$ cat src/rtl/npu_queue_port_pkg.sv
// Shared types for the NPU queue port: timeout FSM state encoding and width helper.
package npu_queue_port_pkg;

    typedef enum logic [1:0] {
        S_RUN   = 2'd0,
        S_WAIT  = 2'd1,
        S_FAULT = 2'd2
    } npu_state_e;

    // Occupancy counters need one extra bit so that a full queue is representable.
    function automatic int unsigned lvl_w(input int unsigned depth);
        return $clog2(depth) + 1;
    endfunction

endpackage

$ cat src/rtl/npu_sync_fifo.sv
// Single-clock FIFO with first-word fall-through head and registered occupancy level.
module npu_sync_fifo
    import npu_queue_port_pkg::*;
#(
    parameter int unsigned WIDTH = 32,
    parameter int unsigned DEPTH = 8
) (
    input  logic                     clk,
    input  logic                     rst,
    input  logic                     push,
    input  logic                     pop,
    input  logic [WIDTH-1:0]         din,
    output logic [WIDTH-1:0]         head,
    output logic                     full,
    output logic                     empty,
    output logic [$clog2(DEPTH):0]   level
);

    localparam int unsigned PTR_W = $clog2(DEPTH);
    localparam int unsigned LVL_W = lvl_w(DEPTH);
    localparam logic [PTR_W-1:0] PTR_ONE  = PTR_W'(1);
    localparam logic [LVL_W-1:0] LVL_ONE  = LVL_W'(1);
    localparam logic [LVL_W-1:0] LVL_FULL = LVL_W'(DEPTH);

    logic [WIDTH-1:0] mem [DEPTH];
    logic [PTR_W-1:0] wr_ptr;
    logic [PTR_W-1:0] rd_ptr;
    logic             push_ok;
    logic             pop_ok;

    assign full    = (level == LVL_FULL);
    assign empty   = (level == '0);
    assign push_ok = push & ~full;
    assign pop_ok  = pop & ~empty;
    assign head    = mem[rd_ptr];

    // Storage is deliberately left out of reset; only pointers and level are cleared.
    always_ff @(posedge clk) begin
        if (push_ok) begin
            mem[wr_ptr] <= din;
        end
    end

    always_ff @(posedge clk or posedge rst) begin
        if (rst) begin
            wr_ptr <= '0;
            rd_ptr <= '0;
            level  <= '0;
        end else begin
            if (push_ok) begin
                wr_ptr <= wr_ptr + PTR_ONE;
            end
            if (pop_ok) begin
                rd_ptr <= rd_ptr + PTR_ONE;
            end
            unique case ({push_ok, pop_ok})
                2'b10:   level <= level + LVL_ONE;
                2'b01:   level <= level - LVL_ONE;
                default: level <= level;
            endcase
        end
    end

endmodule

$ cat src/rtl/npu_queue_port.sv
// Execute-stage NPU queue port: config/data queues toward the NPU, result queue back,
// pipeline stall request and a dequeue timeout FSM.
module npu_queue_port
    import npu_queue_port_pkg::*;
#(
    parameter int unsigned DATA_W      = 32,
    parameter int unsigned CFG_DEPTH   = 8,
    parameter int unsigned DATA_DEPTH  = 16,
    parameter int unsigned RES_DEPTH   = 16,
    parameter int unsigned TIMEOUT_CYC = 1024
) (
    input  logic                           iClk,
    input  logic                           iRst,
    input  logic                           iStall,
    input  logic                           iCfgOp,
    input  logic [DATA_W-1:0]              iCfgWord,
    input  logic                           iEnqOp,
    input  logic [DATA_W-1:0]              iEnqData,
    input  logic                           iDeqOp,
    output logic [DATA_W-1:0]              oDeqData,
    output logic                           oStallReq,
    output logic                           oTimeout,
    input  logic                           iClrTimeout,
    output logic                           oNpuCfgValid,
    output logic [DATA_W-1:0]              oNpuCfgData,
    input  logic                           iNpuCfgReady,
    output logic                           oNpuDataValid,
    output logic [DATA_W-1:0]              oNpuData,
    input  logic                           iNpuDataReady,
    input  logic                           iNpuResValid,
    input  logic [DATA_W-1:0]              iNpuResData,
    output logic                           oNpuResReady,
    output logic [$clog2(CFG_DEPTH):0]     oCfgLevel,
    output logic [$clog2(DATA_DEPTH):0]    oDataLevel,
    output logic [$clog2(RES_DEPTH):0]     oResLevel
);

    localparam int unsigned CNT_W = $clog2(TIMEOUT_CYC) + 1;
    localparam logic [CNT_W-1:0] CNT_ONE  = CNT_W'(1);
    localparam logic [CNT_W-1:0] CNT_LAST = CNT_W'(TIMEOUT_CYC - 1);

    npu_state_e       state;
    npu_state_e       next_state;
    logic [CNT_W-1:0] cnt;
    logic [CNT_W-1:0] next_cnt;

    logic cfg_full, cfg_empty, cfg_push, cfg_pop;
    logic data_full, data_empty, data_push, data_pop;
    logic res_full, res_empty, res_push, res_pop;
    logic [DATA_W-1:0] res_head;
    logic deq_live;
    logic res_blocked;

    assign deq_live    = (state != S_FAULT);
    assign res_blocked = iDeqOp & res_empty;

    assign cfg_push  = iCfgOp & ~iStall & ~cfg_full;
    assign cfg_pop   = oNpuCfgValid & iNpuCfgReady;
    assign data_push = iEnqOp & ~iStall & ~data_full;
    assign data_pop  = oNpuDataValid & iNpuDataReady;
    assign res_push  = iNpuResValid & oNpuResReady;
    assign res_pop   = iDeqOp & ~iStall & ~res_empty & deq_live;

    assign oNpuCfgValid  = ~cfg_empty;
    assign oNpuDataValid = ~data_empty;
    assign oNpuResReady  = ~res_full;

    // In fault the dequeue path is dead: it returns zero and never stalls.
    assign oDeqData  = (deq_live & ~res_empty) ? res_head : '0;
    assign oStallReq = (iCfgOp & cfg_full) | (iEnqOp & data_full) | (res_blocked & deq_live);
    assign oTimeout  = (state == S_FAULT);

    npu_sync_fifo #(.WIDTH(DATA_W), .DEPTH(CFG_DEPTH)) u_cfg_fifo (
        .clk   (iClk),
        .rst   (iRst),
        .push  (cfg_push),
        .pop   (cfg_pop),
        .din   (iCfgWord),
        .head  (oNpuCfgData),
        .full  (cfg_full),
        .empty (cfg_empty),
        .level (oCfgLevel)
    );

    npu_sync_fifo #(.WIDTH(DATA_W), .DEPTH(DATA_DEPTH)) u_data_fifo (
        .clk   (iClk),
        .rst   (iRst),
        .push  (data_push),
        .pop   (data_pop),
        .din   (iEnqData),
        .head  (oNpuData),
        .full  (data_full),
        .empty (data_empty),
        .level (oDataLevel)
    );

    npu_sync_fifo #(.WIDTH(DATA_W), .DEPTH(RES_DEPTH)) u_res_fifo (
        .clk   (iClk),
        .rst   (iRst),
        .push  (res_push),
        .pop   (res_pop),
        .din   (iNpuResData),
        .head  (res_head),
        .full  (res_full),
        .empty (res_empty),
        .level (oResLevel)
    );

    always_ff @(posedge iClk or posedge iRst) begin
        if (iRst) begin
            state <= S_RUN;
            cnt   <= '0;
        end else begin
            state <= next_state;
            cnt   <= next_cnt;
        end
    end

    always_comb begin
        next_state = state;
        next_cnt   = cnt;
        unique case (state)
            S_RUN: begin
                if (res_blocked & ~iStall) begin
                    next_state = S_WAIT;
                    next_cnt   = CNT_ONE;
                end
            end
            S_WAIT: begin
                if (!res_blocked) begin
                    next_state = S_RUN;
                    next_cnt   = '0;
                end else if (cnt == CNT_LAST) begin
                    next_state = S_FAULT;
                end else begin
                    next_cnt = cnt + CNT_ONE;
                end
            end
            S_FAULT: begin
                if (iClrTimeout) begin
                    next_state = S_RUN;
                    next_cnt   = '0;
                end
            end
            default: begin
                next_state = S_RUN;
                next_cnt   = '0;
            end
        endcase
    end

endmodule

$ cat config.mk
export PLATFORM = sky130hd
export DESIGN_NAME = npu_queue_port
export DESIGN_NICKNAME = d
export VERILOG_FILES = /design/src/rtl/npu_queue_port_pkg.sv /design/src/rtl/npu_sync_fifo.sv /design/src/rtl/npu_queue_port.sv
export SDC_FILE = /design/constraint.sdc
export NUM_CORES = 1
export LEC_CHECK = 0
export CAP_MARGIN = 20
export CORE_MARGIN = 8
export CORE_UTILIZATION = 65
export DETAILED_ROUTE_END_ITERATION = 16
export PLACE_DENSITY_LB_ADDON = 0.05
export SLEW_MARGIN = 10
export SYNTH_ARGS = -nofsm -noshare
export SYNTH_HDL_FRONTEND = slang
export SYNTH_SLANG_ARGS = --single-unit
export TNS_END_PERCENT = 50
$ cat constraint.sdc
create_clock -name iClk -period 6.52 [get_ports iClk]
set_clock_uncertainty 0.15 [all_clocks]
set_input_delay 1.63 -clock iClk [delete_from_list [all_inputs] [get_ports iClk]]
set_output_delay 1.63 -clock iClk [all_outputs]
set_load 0.02 [all_outputs]
==> reports/results.ini <==
[clocking]
root_buffer = clkbuf_16
clock-sinks = 1329
numCtsBuffers = 134
clock_latency_ns = 0.70
cts_hold_buf = 0
ctsResizeCount = 0
post-cts-setup-buffers = 0
htreeDepth = 4
clk_path_buf_depth = 3
path_clk_slew_ns = 0.06
cts_tree = yes

[logic_synthesis]
yosysSeqAreaShare_pct = 77.5
synth_commonest_cells = 1,280 x edfxtp_1, 320 x mux4_2, 99 x nand2_1, 69 x mux2_2
synth_edf_count = 1280
yosysUniqueCellTypes = 55
synth_cells = 2305
synth_top_area_share_pct = 75.1
yosysMostFrequentCell = edfxtp_1
syn_area_sq_um = 51200
yosysTopAreaCell = edfxtp_1
synth-seq-cells = 1329
yosys-top-cells-area = edfxtp_1 75%, mux4_2 14%, dfrtp_1 2.4%
async_flop_share_pct = 3.69
synth_area_per_cell_sq_um = 22.2
yosys_warnings = 0
syn_nets = 2438
synthFlopType = edfxtp_1

[placement]
dp.cells = 3527
gp_congestion = 0.791
port_buffers = 220
dp_hpwl_um = 60200

[critical_path]
critPathMaxFanout = 58
r2r_cells = 9
crit_required_ns = 4.74
critPathArrivalTime_ns = 3.73
reg2reg_slack_ns = 2.74
end_kind = output pin
crit_type = register to output pin
startpoint_type = register

[route]
drc = 0
num_vias = 24538
firstDrtPassIters = 7
drt-total-wl_um = 110000
post_drt_via_cell_ratio = 6.50
avgRoutedWirePerCell_um = 29.2
ant_nets = 0
drt_iter0_markers = 2484

[sta]
maxSlewViolCount = 0
worst_pin_slew_ns = 1.02
setup_viol = 0
fin_tns_setup_ns = 0
fmaxAchievable_mhz = 182
rsz0062_at_grt = no
hold_violations = 0
slew_headroom_pct = 31.7
fin_hold_ws_ns = 0.370
finalCriticalPeriod_ns = 5.51
period_share_pct = 84.5

[grt]
antenna_found_initial = 9
grt_overflow = 0
grt_max_degree = 61
grt_pass1_wl_um = 165000
grt_pass1_vias = 25772
track_usage_pct = 25.6

[power_and_ir_drop]
seqPwrFrac_pct = 41.0
ir_drop_mv = 0.346
power_frac_clock_pct = 28.2
p_switching_mw = 8.03
power_mw = 26.4
p_per_area_nw_per_um2 = 445
p_leak_nw = 19.1
p_sw_share_pct = 30.4
power_frac_comb_pct = 30.9
internal_power_mw = 18.4

[floorplan]
dieHeight_um = 297
coreArea_sq_um = 78500
die-area_sq_um = 87900
pin_count = 221
rows = 103
die_w_um = 297
initial_utilization_pct = 65.2

[finish]
utilization_pct = 75.7
fin_nets = 2746
final_cells = 3775
final_layout_size_suffix_gt1_share_pct = 25.7
area_growth_pct = 16.2

[worst_hold_path]
hold_class = register to register
hold_depth = 1

[job]
cap_violations = 0

[status]
status = completed

-- sequential cells by signal, indices dropped and copies added (netlist names) --
signal              cells
u_data_fifo.level       5
u_res_fifo.wr_ptr       4
u_res_fifo.rd_ptr       4
u_cfg_fifo.mem        256
u_res_fifo.level        5
u_data_fifo.wr_ptr      4
u_cfg_fifo.wr_ptr       3
state                   2
u_data_fifo.mem       512
u_cfg_fifo.level        4
cnt                    11
u_cfg_fifo.rd_ptr       3
u_res_fifo.mem        512
u_data_fifo.rd_ptr      4
-- power groups by stage --
stage / Combinational [mW] / Clock, mW / Sequential [mW]
global route: 8.66 / 7.89 / 10.9
CTS: 8.29 / 7.55 / 10.8
finish: 8.16 / 7.44 / 10.8
detailed placement: 8.21 / 0 / 11.0
floorplan: 5.44 / 0 / 10.5
global placement: 8.10 / 0 / 11.0
-- layer usage --
metal  track usage [%]  vias up  share of wire [%]
met5                 0        -              0.037
met1              34.3    13016                 39
met2              42.7     1023                 51
met4              8.13        6                2.7
li1                  -    10307                  -
met3              5.51      186                7.2
-- worst max-delay path, cell delays in order, from the launching register on --
cell,delay (ns)
dfrtp_4,1.01
buf_4,0.46
mux4_2,0.36
mux2_2,0.28
nand2_1,0.06
o21ai_0,0.17
clkdlybuf4s50_1,0.61
-- final cells by class --
| class | count | area [sq um] |
|---|---|---|
| Sequential cell | 1329 | 39700 |
| Antenna cell | 7 | 17.5 |
| Timing Repair Buffer | 286 | 2810 |
| Multi-Input combinational cell | 839 | 11200 |
| Tap cell | 1050 | 1310 |
| Inverter | 23 | 86.3 |
| Clock inverter | 78 | 706 |
| Fill cell | 4199 | 19000 |
| Clock buffer | 163 | 3580 |
-- stage by stage --
| stage | instance area [sq um] | worst slack [ns] |
|---|---|---|
| global route | 59400 | 0.827 |
| finish | 59400 | 1.01 |
| CTS | 59400 | 0.937 |
| detailed placement | 55100 | 1.10 |
| global placement | 55100 | 1.26 |
| floorplan | 51200 | 1.30 |
-- worst paths after layout --
check,from,to
worst max-delay path,u_res_fifo.rd_ptr[2],oDeqData[13]
worst min-delay path,u_cfg_fifo.wr_ptr[0],u_cfg_fifo.wr_ptr[0]
worst max register to register,u_data_fifo.level[0],u_data_fifo.level[4]
worst min register to register,u_cfg_fifo.wr_ptr[0],u_cfg_fifo.wr_ptr[0]
max in group asynchronous,iRst,u_cfg_fifo.rd_ptr[0]
min in group asynchronous,iRst,u_res_fifo.wr_ptr[0]
-- cells in the final DEF, fill, tap and decap left out, drive strengths merged, types with 3 or more instances in the layout --
cell type      instances
nor2                  39
nand2                 99
a21o                   4
dfrtp                 49
edfxtp              1280
diode                  7
clkbuf               163
nor2b                  6
a21oi                 14
clkdlybuf4s50        220
nand3                 13
nand2b                11
and2                   3
o21ai                 45
o311ai                 5
nand4                  6
o211ai                 4
inv                   28
bufinv                11
fa                     3
mux2i                 34
mux4                 320
a22oi                 66
mux2                  69
buf                   66
ha                    24
nor3                  15
a2111oi                3
clkinv                60
xnor2                 17
xor2                   7
a21boi                 3
or4                    3
-- kinds of logic (layout without fill, tap and decap cells) --
logic type | count (synthesis) | in the layout | share of synthesized area (%)
flip-flops | 1329 | 1329 | 77.5
multiplexers | 423 | 423 | 16.3
AND/OR/NAND/NOR | 206 | 206 | 1.85
AO/OA/AOI/OAI | 159 | 159 | 2.12
buffers and inverters | 137 | 550 | 1.10
adder cells (fa/ha/maj) | 27 | 27 | 0.704
XOR/XNOR | 24 | 24 | 0.411
other | 0 | 7 | 0
(Power assumes the default switching activity.)
